## config.mk

```make
export PLATFORM = sky130hd
export DESIGN_NAME = fetch_unit
export DESIGN_NICKNAME = d
export VERILOG_FILES = /design/src/rtl/fetch_unit.sv
export SDC_FILE = /design/constraint.sdc
export NUM_CORES = 1
export LEC_CHECK = 0
export ABC_AREA = 0
export BUFFER_PORTS_ARGS = -buffer_cell sky130_fd_sc_hd__buf_2
export CAP_MARGIN = 20
export CORE_AREA = 2 2 139 141
export CTS_CLUSTER_DIAMETER = 100
export DETAILED_ROUTE_END_ITERATION = 16
export DIE_AREA = 0 0 141 143
export GPL_ROUTABILITY_DRIVEN = 0
export PLACE_DENSITY_LB_ADDON = 0.08
export SYNTH_ARGS = -nofsm -noshare
export SYNTH_HDL_FRONTEND = slang
export SYNTH_SLANG_ARGS = --single-unit
```

## constraint.sdc

```tcl
create_clock -name clk -period 2.8 [get_ports clk]
set_input_delay 0.56 -clock clk [delete_from_list [all_inputs] [get_ports clk]]
set_output_delay 0.56 -clock clk [all_outputs]
set_load 0.005 [all_outputs]
```

## src/rtl/fetch_unit.sv

```systemverilog
// fetch_unit: instruction fetch stage with a prefetch FIFO, req/ack imem port and redirect flush.
// Define FETCH_BYPASS_EN to forward an ack into an empty queue straight to decode in the same cycle.
module fetch_unit #(
    parameter int DEPTH  = 4,
    parameter int ADDR_W = 16,
    parameter int DATA_W = 32
) (
    input  logic                   clk,
    input  logic                   rst_n,
    input  logic                   redirect,
    input  logic [ADDR_W-1:0]      redirect_pc,
    output logic                   imem_req,
    output logic [ADDR_W-1:0]      imem_addr,
    input  logic                   imem_ack,
    input  logic [DATA_W-1:0]      imem_rdata,
    output logic                   ins_valid,
    output logic [DATA_W-1:0]      ins_data,
    output logic [ADDR_W-1:0]      ins_pc,
    input  logic                   ins_ready,
    output logic [$clog2(DEPTH):0] fifo_count
);
    localparam int PW = $clog2(DEPTH);
    localparam logic [PW:0] FULL = (PW+1)'(DEPTH);

    typedef enum logic [1:0] {IDLE, REQ, DROP} state_t;

    state_t            state, state_nxt;
    logic [ADDR_W-1:0] fetch_pc, pc_nxt, addr_nxt, target;
    logic              req_nxt, take, push, pop, empty;
    logic [ADDR_W-1:0] pc_mem [DEPTH];
    logic [DATA_W-1:0] data_mem [DEPTH];
    logic [PW-1:0]     rd_ptr, wr_ptr;
    logic [PW:0]       count;

    assign target     = {redirect_pc[ADDR_W-1:2], 2'b00};
    assign empty      = (count == '0);
    assign fifo_count = count;
    assign pop        = !empty && ins_ready && !redirect;

    always_comb begin
        state_nxt = state;
        pc_nxt    = fetch_pc;
        req_nxt   = imem_req;
        addr_nxt  = imem_addr;
        take      = 1'b0;
        case (state)
            IDLE: begin
                // a redirect empties the queue, so it can always issue at once
                if (redirect || count != FULL) begin
                    state_nxt = REQ;
                    req_nxt   = 1'b1;
                    addr_nxt  = redirect ? target : fetch_pc;
                    pc_nxt    = redirect ? target : fetch_pc;
                end
            end
            REQ: begin
                if (redirect) begin
                    pc_nxt    = target;
                    state_nxt = imem_ack ? IDLE : DROP;
                    req_nxt   = !imem_ack;
                end else if (imem_ack) begin
                    take      = 1'b1;
                    pc_nxt    = fetch_pc + ADDR_W'(4);
                    state_nxt = IDLE;
                    req_nxt   = 1'b0;
                end
            end
            DROP: begin
                pc_nxt    = redirect ? target : fetch_pc;
                state_nxt = imem_ack ? IDLE : DROP;
                req_nxt   = !imem_ack;
            end
            default: state_nxt = IDLE;
        endcase
    end

`ifdef FETCH_BYPASS_EN
    logic bypass;
    assign bypass    = empty && take;
    assign push      = take && !(bypass && ins_ready);
    assign ins_valid = !empty || bypass;
    assign ins_data  = !empty ? data_mem[rd_ptr] : (bypass ? imem_rdata : '0);
    assign ins_pc    = !empty ? pc_mem[rd_ptr] : (bypass ? imem_addr : '0);
`else
    assign push      = take;
    assign ins_valid = !empty;
    assign ins_data  = !empty ? data_mem[rd_ptr] : '0;
    assign ins_pc    = !empty ? pc_mem[rd_ptr] : '0;
`endif

    always_ff @(posedge clk or negedge rst_n) begin
        if (!rst_n) begin
            state     <= IDLE;
            fetch_pc  <= '0;
            imem_req  <= 1'b0;
            imem_addr <= '0;
        end else begin
            state     <= state_nxt;
            fetch_pc  <= pc_nxt;
            imem_req  <= req_nxt;
            imem_addr <= addr_nxt;
        end
    end

    always_ff @(posedge clk or negedge rst_n) begin
        if (!rst_n) begin
            rd_ptr <= '0;
            wr_ptr <= '0;
            count  <= '0;
        end else if (redirect) begin
            rd_ptr <= '0;
            wr_ptr <= '0;
            count  <= '0;
        end else begin
            rd_ptr <= pop ? rd_ptr + 1'b1 : rd_ptr;
            wr_ptr <= push ? wr_ptr + 1'b1 : wr_ptr;
            count  <= count + {{PW{1'b0}}, push} - {{PW{1'b0}}, pop};
        end
    end

    always_ff @(posedge clk) begin
        if (push) begin
            pc_mem[wr_ptr]   <= imem_addr;
            data_mem[wr_ptr] <= imem_rdata;
        end
    end

    // issue is gated on a free slot, so this only fires on a broken handshake
    assert property (@(posedge clk) disable iff (!rst_n) !(push && count == FULL))
        else $error("fetch_unit: push into full queue");
endmodule

```

==> results of run 1 <==
==> layer usage <==
metal  up-vias  part of all wire, %  track usage, %
met2       182                   48            31.8
met3        39                  5.5            3.12
met5         -                    0               0
met1      2690                   44            25.7
li1       2444                    -               -
met4         0                  2.4            5.58
==> cells in the mapped netlist (3+ instances only) <==
library cell	n	area (um2)
and3_1	6	37.5
a31oi_1	6	37.5
nand3_1	13	65.1
nor2b_1	3	18.8
buf_2	15	75.1
dfrtp_1	42	1050
nand2_1	30	113
mux4_2	48	1080
o21a_1	3	22.5
a21boi_0	5	37.5
o21ai_0	28	140
mux2i_1	7	70.1
inv_1	10	37.5
and2_1	51	319
nand4_1	5	31.3
o2bb2ai_1	3	26.3
edfxtp_1	192	5770
nand2b_1	3	18.8
ha_1	12	150
nor4_1	4	25.0
xor2_1	3	26.3
nor2_1	12	45.0
clkbuf_1	13	48.8
a21oi_1	12	60.1
==> final timing paths <==
kind,startpoint,to,cells past startpoint
min reg2reg,fetch_pc[1],fetch_pc[1],1
max,fifo_count[1],ins_pc[14],4
min,rst_n,imem_addr[2],1
min in group clk,imem_rdata[30],data_mem[3][30],1
max reg2reg,fifo_count[1],fifo_count[2],10
max in group asynchronous,rst_n,fifo_count[1],2
==> logic make-up after synthesis <==
kind of cell,Yosys count,share of synthesized area (%)
buffers and inverters,41,1.81
muxes,55,12.0
xor gates and xnor gates,5,0.457
adders and majority gates,13,1.77
DFF,234,71.1
AOI/OAI and AO/OA,72,4.67
and+or+nand+nor,139,8.17
==> repair_timing <==
item                       in CTS  in global routing
setup endpoints to repair       2                 27
gates cloned                    0                  1
pin swaps                       0                  0
buffers inserted                0                  1
resized for setup               2                  1
==> critical path: stages, from the launching register on <==
cell and delay, ns:
dfrtp_1 0.46, or3_2 0.51, buf_6 0.24, and2_1 0.20, buf_2 0.14
==> power by group through the flow <==
stage | clock [mW] | combinational [mW] | sequential [mW]
after global placement | 0 | 2.90 | 4.75
after global routing | 3.30 | 3.31 | 4.80
final | 3.10 | 2.97 | 4.73
after detailed placement | 0 | 2.94 | 4.80
after floorplan | 0 | 1.87 | 4.64
after CTS | 3.16 | 2.96 | 4.73
==> flip-flops by register name, indices dropped and copies added (netlist names) <==
| name | count |
|---|---|
| data_mem | 128 |
| pc_mem | 64 |
| fetch_pc | 16 |
| imem_addr | 16 |
| fifo_count | 3 |
| rd_ptr | 2 |
| state | 2 |
| wr_ptr | 2 |
| imem_req | 1 |
==> layout make-up <==
class,count,area share [%]
clock inverter,8,0.538
sequential,234,59.8
clock buffer,36,6.30
tap,234,2.57
inverter,10,0.329
multi-input combinational,284,22.9
timing repair buffer,139,7.56
==> cell usage in the layout, fill, tap and decap left out, types with 5 or more instances in the layout <==
| cell type | instances |
|---|---|
| buf_4 | 11 |
| inv_1 | 10 |
| o21ai_0 | 28 |
| ha_1 | 12 |
| nand2_1 | 30 |
| nand3_1 | 13 |
| mux4_2 | 48 |
| and2_1 | 50 |
| clkbuf_16 | 27 |
| buf_2 | 119 |
| nor2_1 | 12 |
| dfrtp_1 | 40 |
| a21oi_1 | 12 |
| a31oi_1 | 6 |
| nand4_1 | 5 |
| buf_12 | 6 |
| clkbuf_1 | 7 |
| edfxtp_1 | 192 |
| mux2i_1 | 7 |
| a21boi_0 | 5 |
==> through the flow <==
stage,hold slack [ns],utilization (%),power [mW]
2_1_floorplan,0.264,-,6.51
3_3_place_gp,0.473,56.9,7.65
3_5_place_dp,0.480,56.9,7.74
4_1_cts,0.121,61.2,10.9
5_1_grt,0.167,61.3,11.4
6_report,0.108,61.3,10.8
==> impl_results.md, run 1 <==
* Crit path max fanout at 50
* Filler cells at approximately 1400
* F_max at 380 MHz
* Synth Net Count at approximately 630
* Dpl hpwl at 11400 um
* Post-DP Area at 0.0106 mm2
* Post-DR vias/cell at around 5.7
* Setup crit end kind: output pin
* Routed Antenna Nets at 0
* Layout area overhead at 18.9%
* Port Buffers at between 100 and 150
* Clk pwr share at ~29%
* Sequential power share at a little over two fifths
* Crit path arrival time at 2.07 ns
* Ports at ~120
* Setup TNS at 0 ns
* Vias at about 5400
* CTS H-tree depth at 1
* Fin. Hold Viols at 0
* Sw frac at between 20 and 30%
* Min cycle time layout at around 2.6 ns
* Synth Area per Inst at 17.1 um2
* First-pass GRT wire length at 29400 um
* FF+latch count, synth at 234
* Reg2reg setup slack at around 0.45 ns
* DIE HEIGHT at 143 um
* Hold buffers post-CTS at 0
* CTS tree: yes
* Largest net degree at the start of global routing at 51
* Number of flops mapped to enable cells by yosys at roughly 190
* Register area share after synthesis at 71.1%
* TritonRoute pass-1 iters at 5
* Non-filler cells, final at between 900 and 1000
* Pleak at between 4 and 5 nW
* # nets final at 759
* Clock transition at path regs at roughly 0.060 ns
* Logic pwr share at between 20% and 30%
* Async S/R FF share, synth at 17.9%
* Die W at between 100 and 150 um
* Routed wire length at roughly 19000 um
* Netlist Area Pre-Place at approximately 0.0096 mm2
* Ys flop type: edfxtp_1
* Kind of critical path: reg -> out
* Setup ws final at ~0.17 ns
* Synth warnings at 0
* Sink Count at about 230
* Max-slew violations at 0
* Fin area at between 0.01 and 0.015 mm2
* # DRC at 0
* P per Cell Area at around 950 mW/mm2
* Die area at 0.0202 mm2
* Layout cells sized above 1 at about a third
* Cells after DPL at between 800 and 900
* Clock latency at the later pin of the worst-skew pair at a little over 0.5 ns
* Total core area at about 0.019 mm2
* Ant diodes at 0
* Pre-CTS setup slack at between 0.4 and 0.5 ns
* Tcrit/Tclk final at between 90% and 100%
* Internal at between 7 and 8 mW
* Cell count after synthesis at 559
* Antenna violations before repair at 0
* Initial core utilization at between 50 and 60%
* P_sw at about 3.1 mW
* Max-cap violations at 0
* Status: finished, final reports clean
* Root Driver: clkbuf_16
* DR WL/cell at slightly below 20 um
* CP Launch Type: flip-flop
* Multi-input logic area at 0.00261 mm2
* Number of cell rows at 50
* RSZ-0062 raised after global routing: no
* Relative slew slack at ~44%
* Peak VDD IR at roughly 0.57 mV
* Yosys cell types at 46
* Hold WC Path Type: in -> async
* Final setup skew at around 0.012 ns
* Worst Path Required at about 2.2 ns
* First DRT Iteration DRCs at around 380
* Sequential cell area at approximately 0.0068 mm2
* Total grt overflow at 0
* Max Buffers Root-to-Sink at 3
* Vias in the first global route at between 5000 and 6000
* Total track usage at approximately a fifth
* Slew at the pin with the worst max-slew slack at between 0.8 and 0.9 ns
* Setup Viol. Count Final at 0
* CTS Buf Count at 24
No activity file was read; power rests on OpenSTA's default activity.
==> run 2, diff against run 1 <==
- CORE_AREA: 2 2 139 141 -> 2 2 132 134
- DIE_AREA: 0 0 141 143 -> 0 0 134 136
- GPL_TIMING_DRIVEN: default -> 0
- clock period: 2.8 -> 2.54 ns (I/O delays scaled with it)
==> run 2 against run 1 <==
Compared with the run above: clock skew fell by 0.0027 ns; via count up 1.7%; critical path depth is 1 higher; first-iteration DRC count shrank 7.9%; utilization up 7.9 points; sequential power grew 8.9%; critical path type unchanged; global-route usage rose by 2.6 points; design area rose by 2.5%; setup slack got worse by 0.11 ns; register-to-register slack lost 0.36 ns.
==> impl_results.md, run 2 (synthesis gave the netlist of run 1 again) <==
* Layout area overhead at 21.9%
* Clock transition at path regs at 0.06 ns (about the same)
* Status: finished, final reports clean
* Top Registers: data_mem (128), pc_mem (64)
* Commonest non-fill, non-tap cell in the layout: edfxtp_1
* Setup crit end kind: output pin
* Sink Count at 234 (unchanged)
* Die area at 0.0182 mm2 (-9.6%)
* DIE HEIGHT at 136 um (-4.9%)
* CP Capture Point: ins_data[20]
* Max FFs per register at 128 (unchanged)
* # DRC at 0 (unchanged)
* Clock latency at the later pin of the worst-skew pair at 0.50 ns (about the same)
* Peak VDD IR at 0.683 mV (+19%)
* FF-to-FF End: fifo_count[1]
* Pleak at 4.38 nW (+3.4%)
* Antenna violations before repair at 0 (unchanged)
* Min cycle time layout at about 2.5 ns
* TritonRoute pass-1 iters at 5 (unchanged)
* Routed Antenna Nets at 0 (unchanged)
* Filler cells at 1121 (-21%)
* Fin area at 0.0117 mm2 (+2.5%)
* Worst Path Required at 2.03 ns (-0.21 ns)
* # nets final at 778 (+2.5%)
* Most frequent cells in the layout: edfxtp_1 (192), buf_2 (120), mux4_2 (48)
* CP Launch Type: flip-flop
* Multi-input logic area at 0.00268 mm2 (+2.7%)
* Crit path launch: rd_ptr[0]
* Dpl hpwl at 12400 um (+9.3%)
* Number of cell rows at 48 (-4.0%)
* Ant diodes at 0 (unchanged)
* Port Buffers at 118 (-0.84%)
* Die W at 134 um (-5.0%)
* Fin. Hold Viols at 0 (unchanged)
* Hold WC Path Type: in -> async
* Vias at 5445 (+1.7%)
* Max-slew violations at 0 (unchanged)
* Tcrit/Tclk final at between 90 and 100%
* Max-cap violations at 0 (unchanged)
* Relative slew slack at 34.5% (-10 points)
* DR WL/cell at 20.2 um (+1.8%)
* Crit path arrival time at 1.98 ns (-0.09 ns)
* Sequential cell area at 0.00682 mm2 (about the same)
* Total core area at 0.0169 mm2 (-9.2%)
* Slew at the pin with the worst max-slew slack at 0.982 ns (+0.151 ns)
* Post-DR vias/cell at 5.70 (+0.62%)
* Max Buffers Root-to-Sink at 3 (unchanged)
* CTS tree: yes
* F_max at between 400 and 500 MHz
* RR Startpoint: fifo_count[0]
* Kind of critical path: reg -> out
* Ports at 122 (unchanged)
* Crit path max fanout at 10 (-80%)
* Final setup skew at 0.00960 ns (-0.00271 ns)
* Worst Reg-to-Reg Cells at 10 (unchanged)
* Reg2reg setup slack at 0.09 ns (-0.36 ns)
* Reg with most FFs: data_mem
* First-pass GRT wire length at 29900 um (+1.7%)
* Initial core utilization at 56.8% (+5.2 points)
* First DRT Iteration DRCs at 351 (-7.9%)
* CTS Buf Count at 24 (unchanged)
* Root Driver: clkbuf_16
* Total grt overflow at 0 (unchanged)
* P per Cell Area at 1080 mW/mm2 (+14%)
* Vias in the first global route at 5553 (+0.51%)
* CTS H-tree depth at 1 (unchanged)
* Layout cells sized above 1 at 37.9% (+5.3 points)
* Post-DP Area at 0.0105 mm2 (-0.27%)
* RSZ-0062 raised after global routing: yes
* Routed wire length at 19300 um (+2.8%)
* Largest net degree at the start of global routing at 43 (-16%)
* Total track usage at 21.5% (+2.6 points)
* Hold Slack at 0.152 ns (+0.0446 ns)
* Setup Viol. Count Final at 0 (unchanged)
-- run 2: cell count changes in the layout (fill, tap and decap cells not counted), moves of 2 or more --
cell	before	now
and2_1	50	34
and2_4	1	17
clkinv_2	4	2
buf_12	6	11
buf_4	11	7
clkbuf_2	0	7
buf_6	1	10
clkbuf_8	3	9
clkbuf_16	27	25
clkinv_1	3	0
-- run 2: worst min-delay path by stage --
stage	depth (start not counted)	from	endpoint
3_3_place_gp	1	fetch_pc[1]	fetch_pc[1]
5_1_grt	1	imem_rdata[12]	data_mem[0][12]
4_1_cts	1	rst_n	imem_addr[1]
3_5_place_dp	1	fetch_pc[1]	fetch_pc[1]
6_report	1	rst_n	imem_addr[1]
2_1_floorplan	0	rst_n	fetch_pc[0]
-- run 2: cell type report --
| cell class | count | area share [%] |
|---|---|---|
| flip-flops and latches | 234 | 58.3 |
| multi-input cells | 284 | 22.9 |
| repair buffers | 130 | 6.87 |
| clock buffers | 38 | 6.54 |
| well taps | 225 | 2.41 |
| plain buffers | 28 | 2.06 |
| clock inverters | 6 | 0.557 |
| inverters | 10 | 0.321 |
-- run 2: worst max-delay path, cell delays in order, from the launching register on --
cell,delay [ns]
dfrtp_2,0.37
buf_12,0.14
buf_12,0.15
mux4_2,0.52
and2_1,0.15
buf_2,0.12
-- run 2: metrics by stage --
step | power (mW) | std cells | TNS, ns | setup slack (ns) | utilization (%)
2_1_floorplan | 7.18 | 559 | 0 | 0.0358 | -
3_3_place_gp | 8.39 | 902 | -98.82 | -0.524 | 62.0
3_5_place_dp | 8.52 | 906 | -27.06 | -0.568 | 62.5
4_1_cts | 12.4 | 951 | 0 | 0.00491 | 68.4
5_1_grt | 13.2 | 955 | -0.0492 | -0.0114 | 69.3
6_report | 12.6 | 955 | 0 | 0.0546 | 69.3
-- run 2: timing repair --
item                       4_1_cts  5_1_grt
setup endpoints to repair      176       43
pin swaps                        2       14
resized for setup               38       41
buffers inserted                 4        4
hold buffers                     0        0
-- run 2: report_power, final --
part	internal, mW	total [mW]	switching [mW]
clock	2.17	3.58	1.41
sequential	4.73	5.15	0.414
combinational	2.04	3.88	1.84
total	8.94	12.6	3.66
-- run 2: metal layers --
| metal | wire length, um | vias to the layer above | global-route usage (%) |
|---|---|---|---|
| met5 | 0 | - | 0 |
| met4 | 384 | 0 | 6.26 |
| li1 | - | 2483 | - |
| met1 | 8060 | 2776 | 29.3 |
| met3 | 1000 | 28 | 3.21 |
| met2 | 9880 | 158 | 36.6 |
